`src/rtl/aes_job_scheduler.sv`:
```
// rtl/aes_job_scheduler.sv - two-requester round-robin job scheduler for an AES core
//
// Ports:
//   clk, rst                   clock, synchronous active-low reset
//   req*/action*/keylen*/block* per-requester job request and job fields
//   gnt*, done*, err*          one-hot grant, completion pulse, timeout-abort pulse
//   result                     last completed AES output, held until the next done
//   busy                       high whenever the FSM is not in IDLE
//   aes_encdec/keylen/block    registered job fields driven to the core
//   aes_init, aes_next         one-cycle core strobes
//   aes_ready, aes_result_valid, aes_result   core status and output
//
// Build option: AES_KEY_CACHE_EN remembers the keylen of the last successful
// key init so a following job with the same keylen goes straight to NEXT.

module aes_job_scheduler #(
  parameter int TIMEOUT = 4096
) (
  input  logic         clk,
  input  logic         rst,
  input  logic         req0,
  input  logic         req1,
  input  logic         action0,
  input  logic         action1,
  input  logic         keylen0,
  input  logic         keylen1,
  input  logic [127:0] block0,
  input  logic [127:0] block1,
  output logic         gnt0,
  output logic         gnt1,
  output logic         done0,
  output logic         done1,
  output logic         err0,
  output logic         err1,
  output logic [127:0] result,
  output logic         busy,
  output logic         aes_encdec,
  output logic         aes_keylen,
  output logic [127:0] aes_block,
  output logic         aes_init,
  output logic         aes_next,
  input  logic         aes_ready,
  input  logic         aes_result_valid,
  input  logic [127:0] aes_result
);

  // Timer is at least 13 bits wide, wider if TIMEOUT needs it.
  localparam int TW = ($clog2(TIMEOUT + 1) > 13) ? $clog2(TIMEOUT + 1) : 13;
  // Aborting on the cycle the timer holds TIMEOUT-1 means the FSM spends
  // exactly TIMEOUT cycles in the wait state, and the count reaches TIMEOUT
  // as ERR is entered.
  localparam logic [TW-1:0] TMO_LAST = TW'(TIMEOUT - 1);

  typedef enum logic [3:0] {
    IDLE,
    INIT,
    IW1,
    IW2,
    WAIT_RDY,
    NEXT,
    NW1,
    NW2,
    WAIT_RES,
    DONE,
    ERR
  } state_t;

  state_t        state;
  logic [TW-1:0] timer;
  logic          winner;       // requester owning the current job
  logic          last_served;  // requester that finished (or aborted) most recently

  logic          any_req;
  logic          pick;
  logic          sel_action;
  logic          sel_keylen;
  logic [127:0]  sel_block;
  logic          cache_hit;
  logic          timed_out;

  // Arbitration: a sole requester always wins; on contention the requester
  // that was not served last wins.
  always_comb begin
    any_req = req0 | req1;
    if (req0 && req1) begin
      pick = ~last_served;
    end else begin
      pick = req1;
    end
    sel_action = pick ? action1 : action0;
    sel_keylen = pick ? keylen1 : keylen0;
    sel_block  = pick ? block1  : block0;
  end

  assign timed_out = (timer == TMO_LAST);

`ifdef AES_KEY_CACHE_EN
  logic cache_valid;
  logic cache_keylen;

  // The core keeps its expanded key between jobs, so a matching keylen lets
  // the next job skip the init sequence entirely.
  assign cache_hit = cache_valid && (cache_keylen == sel_keylen);
`else
  assign cache_hit = 1'b0;
`endif

  // Every output is registered and set on the edge that enters the state
  // it belongs to, so strobes and pulses line up with their state cycle.
  always_ff @(posedge clk) begin
    if (!rst) begin
      state       <= IDLE;
      timer       <= '0;
      winner      <= 1'b0;
      last_served <= 1'b1;
      gnt0        <= 1'b0;
      gnt1        <= 1'b0;
      done0       <= 1'b0;
      done1       <= 1'b0;
      err0        <= 1'b0;
      err1        <= 1'b0;
      result      <= '0;
      busy        <= 1'b0;
      aes_encdec  <= 1'b0;
      aes_keylen  <= 1'b0;
      aes_block   <= '0;
      aes_init    <= 1'b0;
      aes_next    <= 1'b0;
`ifdef AES_KEY_CACHE_EN
      cache_valid  <= 1'b0;
      cache_keylen <= 1'b0;
`endif
    end else begin
      case (state)
        IDLE: begin
          // Job fields are captured only here; later input changes are ignored.
          if (any_req) begin
            winner     <= pick;
            aes_encdec <= sel_action;
            aes_keylen <= sel_keylen;
            aes_block  <= sel_block;
            gnt0       <= ~pick;
            gnt1       <= pick;
            busy       <= 1'b1;
            if (cache_hit) begin
              aes_next <= 1'b1;
              state    <= NEXT;
            end else begin
              aes_init <= 1'b1;
              state    <= INIT;
            end
          end
        end

        INIT: begin
          aes_init <= 1'b0;
          state    <= IW1;
        end

        IW1: state <= IW2;

        IW2: begin
          timer <= '0;
          state <= WAIT_RDY;
        end

        WAIT_RDY: begin
          timer <= timer + 1'b1;
          if (aes_ready) begin
            aes_next <= 1'b1;
            state    <= NEXT;
`ifdef AES_KEY_CACHE_EN
            cache_valid  <= 1'b1;
            cache_keylen <= aes_keylen;
`endif
          end else if (timed_out) begin
            err0        <= ~winner;
            err1        <= winner;
            gnt0        <= 1'b0;
            gnt1        <= 1'b0;
            last_served <= winner;
            state       <= ERR;
`ifdef AES_KEY_CACHE_EN
            cache_valid <= 1'b0;
`endif
          end
        end

        NEXT: begin
          aes_next <= 1'b0;
          state    <= NW1;
        end

        NW1: state <= NW2;

        NW2: begin
          timer <= '0;
          state <= WAIT_RES;
        end

        WAIT_RES: begin
          timer <= timer + 1'b1;
          if (aes_result_valid) begin
            result      <= aes_result;
            done0       <= ~winner;
            done1       <= winner;
            gnt0        <= 1'b0;
            gnt1        <= 1'b0;
            last_served <= winner;
            state       <= DONE;
          end else if (timed_out) begin
            err0        <= ~winner;
            err1        <= winner;
            gnt0        <= 1'b0;
            gnt1        <= 1'b0;
            last_served <= winner;
            state       <= ERR;
`ifdef AES_KEY_CACHE_EN
            cache_valid <= 1'b0;
`endif
          end
        end

        DONE: begin
          done0 <= 1'b0;
          done1 <= 1'b0;
          busy  <= 1'b0;
          state <= IDLE;
        end

        ERR: begin
          err0  <= 1'b0;
          err1  <= 1'b0;
          busy  <= 1'b0;
          state <= IDLE;
        end

        default: begin
          state <= IDLE;
          busy  <= 1'b0;
        end
      endcase
    end
  end

endmodule

```
`config.mk`:
```
export PLATFORM = sky130hd
export DESIGN_NAME = aes_job_scheduler
export DESIGN_NICKNAME = d
export VERILOG_FILES = /design/src/rtl/aes_job_scheduler.sv
export SDC_FILE = /design/constraint.sdc
export NUM_CORES = 1
export LEC_CHECK = 0
export ABC_AREA = 1
export CORE_AREA = 2 2 261 263
export CTS_CLUSTER_SIZE = 12
export DETAILED_ROUTE_END_ITERATION = 6
export DIE_AREA = 0 0 263 265
export GPL_ROUTABILITY_DRIVEN = 0
export PLACE_DENSITY = 0.52
export SYNTH_ARGS = -nofsm -noshare
export SYNTH_HDL_FRONTEND = slang
export SYNTH_SLANG_ARGS = --single-unit
```
`constraint.sdc`:
```
create_clock -name clk -period 5.1 [get_ports clk]
set_clock_uncertainty 0.2 [all_clocks]
set_input_delay 1.02 -clock clk [delete_from_list [all_inputs] [get_ports clk]]
set_output_delay 1.02 -clock clk [all_outputs]
set_load 0.005 [all_outputs]
```
==> reports/results.ini <==
[place]
place_inst = 2923
io_buffers = 660
dp_hpwl_mm = 37.8
pre_cts_ws_ns = 1.74

[global_routing]
grt_overflow = 0
grt_max_degree = 143
grt_pass1_vias = 12593
antenna_found_initial = 18
grt_pass1_wl_mm = 77.3
grt_usage = 0.142

[synthesis]
synthDistinctLibCells = 34
netlist_instances = 1493
synthSimpleGateAreaFrac = 0.220
syn_nets = 1888
avgSynthCellArea_um2 = 7.48
synth_flop_cell = dfxtp_1
synth_area_um2 = 11200
synth_xor_area_frac = 0
synth_fa_ha_area_frac = 0.00112
synth_top_cell_by_area = dfxtp_1
yosysWarnings = 0
synth_edf_count = 0
ys_seq_elements = 286
synthMuxAreaShare = 0
ys_seq_area_frac = 0.513
synth_compound_gate_area_share = 0.209
yosysTopAreaCellShare = 0.513
ys_async_sr_fraction = 0
synth_area_leaders = dfxtp_1 (51%), nand2_1 (20%), a31oi_1 (7.3%), a21oi_1 (6.8%), o21ai_0 (5.2%)
synth_top_family_by_area = simple AND/OR/NAND/NOR gates

[die]
ios = 661
die_w_um = 263
core_area_um2 = 66800
dieArea_um2 = 69700
initial_core_util = 0.167
fp.dieH_um = 265
rows = 95

[cts]
clkTransAtPathRegs_ns = 0.06
cts_root_buf = clkbuf_16
ctsResizeCount = 0
cts_tree = built
clock_latency_ns = 0.53
cts.htree.levels = 2
cts_setup_buffers = 0
cts_buffer_depth = 3
cts_inserted_buffers = 37
cts_num_sinks = 286
hold_buffers = 0

[setup_path]
cp_slowest_cell = clkdlybuf4s50_1
start_kind = register
cpPeakStageDelay_ns = 0.84
crit_arrival_ns = 1.72
worst-path-max-fanout = 2
crit_chain = clkdlybuf4s50_1
endpoint_kind = primary output
path_buf_inv = 1
critical_path.top_delay_family = buffers and inverters
path_class = reg2out
cp.required_ns = 3.88

[route]
drt_iter0_drc = 713
drcViolationCount = 0
dr.pass1.iters = 5
ant_nets = 0
routed_wl_mm = 51.7
vias = 12675
drt-wirelength-per-cell_um = 17.2
viasPerCell = 4.23

[sta]
fin_crit_sh = 0.576
rsz0062_at_grt = false
fin_ws_ns = 2.16
period_minus_slack_ns = 2.94
finalSetupViolCount = 0
max_freq_ghz = 0.340
slew_viol_final = 0
slew_headroom = 0.421
finalSetupTns_ns = 0
tightest_slew_ns = 0.868
hold_viol_final = 0

[pwr]
pwr_density_cell_nw_per_um2 = 362
peakVddDrop_uv = 243
power_leakage_nw = 7.03

[worst_hold_path]
hold_path.class = reg2reg

[status]
status = completed

[layout]
stdcell_count = 3000
fin_nets = 2484
layout-drive-gt1-share = 0.0425
final_util = 0.296
area_growth_pct = 77.0

[flow_run]
drv_cap = 0

[sequential cells by signal, indices dropped and copies added, names as in the netlist, 4 cells and up]
register,cells
result,128
aes_block,128
timer,13
state,4
[final timing paths]
| path | from | end | slack [ns] | depth (start not counted) |
|---|---|---|---|---|
| hold reg to reg | result[63] | result[63] | 0.26 | 2 |
| setup reg to reg | state[2] | aes_block[91] | 2.58 | 8 |
| hold / removal | result[63] | result[63] | 0.26 | 2 |
| setup / recovery | aes_block[121] | aes_block[121] | 2.16 | 1 |
[layout make-up]
| cell class | instances | area [um^2] |
|---|---|---|
| clock inverters | 13 | 125 |
| fillers | 6996 | 47000 |
| clock buffers | 53 | 1120 |
| diodes | 11 | 27.5 |
| well taps | 873 | 1090 |
| repair buffers | 673 | 6750 |
| multi-input cells | 1068 | 4820 |
| inverters | 23 | 98.8 |
| flip-flops and latches | 286 | 5730 |
[per-stage QoR]
step           instance area [um^2]  hold WS [ns]  total power, W
6_report                      19800         0.259         0.00716
5_1_grt                       19800         0.273         0.00755
4_1_cts                       19700         0.264         0.00728
3_5_place_dp                  18500         0.255         0.00454
3_3_place_gp                  18500         0.251         0.00453
2_1_floorplan                 11200         0.252         0.00343
[worst register-to-register path: cells and delay by family, from the launching register on]
kind | cells | cell delay [ns]
AO/OA/AOI/OAI | 2 | 0.39
buffers and inverters | 3 | 1.03
flip-flops | 1 | 0.38
AND/OR/NAND/NOR | 3 | 0.46
[where the power goes]
part           internal, W  switching, W
clock network      0.00163       0.00103
registers          0.00255      0.000180
logic             0.000964      0.000814
total              0.00514       0.00203
[cell usage in the layout, fill, tap and decap left out, drive strengths merged]
cell	count
a211oi	1
a21boi	1
a21oi	152
a31oi	131
a32oi	1
buf	14
bufinv	2
clkbuf	53
clkdlybuf4s50	659
clkinv	9
clkinvlp	1
dfxtp	286
diode	11
ha	1
inv	24
nand2	588
nand3	14
nand3b	1
nand4	3
nor2	25
nor2b	1
nor3	3
o211ai	1
o21ai	142
o21bai	1
o31ai	1
or2	1
[routing by layer]
metal	routed length [um]	GRT usage	vias to the layer above
met5	34	0	-
met4	1450	0.0622	6
met3	5140	0.0609	88
met2	25500	0.242	527
met1	19600	0.153	5849
li1	-	-	6205
[synth_stat cells (3+ instances only)]
cell type,n
nand3_1,13
a21oi_1,152
nor3_1,3
buf_6,6
a31oi_1,131
nand2_1,586
nand4_1,3
buf_2,44
o21ai_0,115
nor2_1,21
o21ai_1,27
dfxtp_1,286
inv_1,17
inv_2,4
clkbuf_1,62
[logic make-up (layout without fill, tap and decap cells)]
group / count (synthesis) / in the layout
buf+inv: 139 / 762
other cells: 0 / 11
flops: 286 / 286
compound gates: 431 / 431
fa+ha+maj: 1 / 1
simple gates: 636 / 636
(Power assumes the default switching activity.)
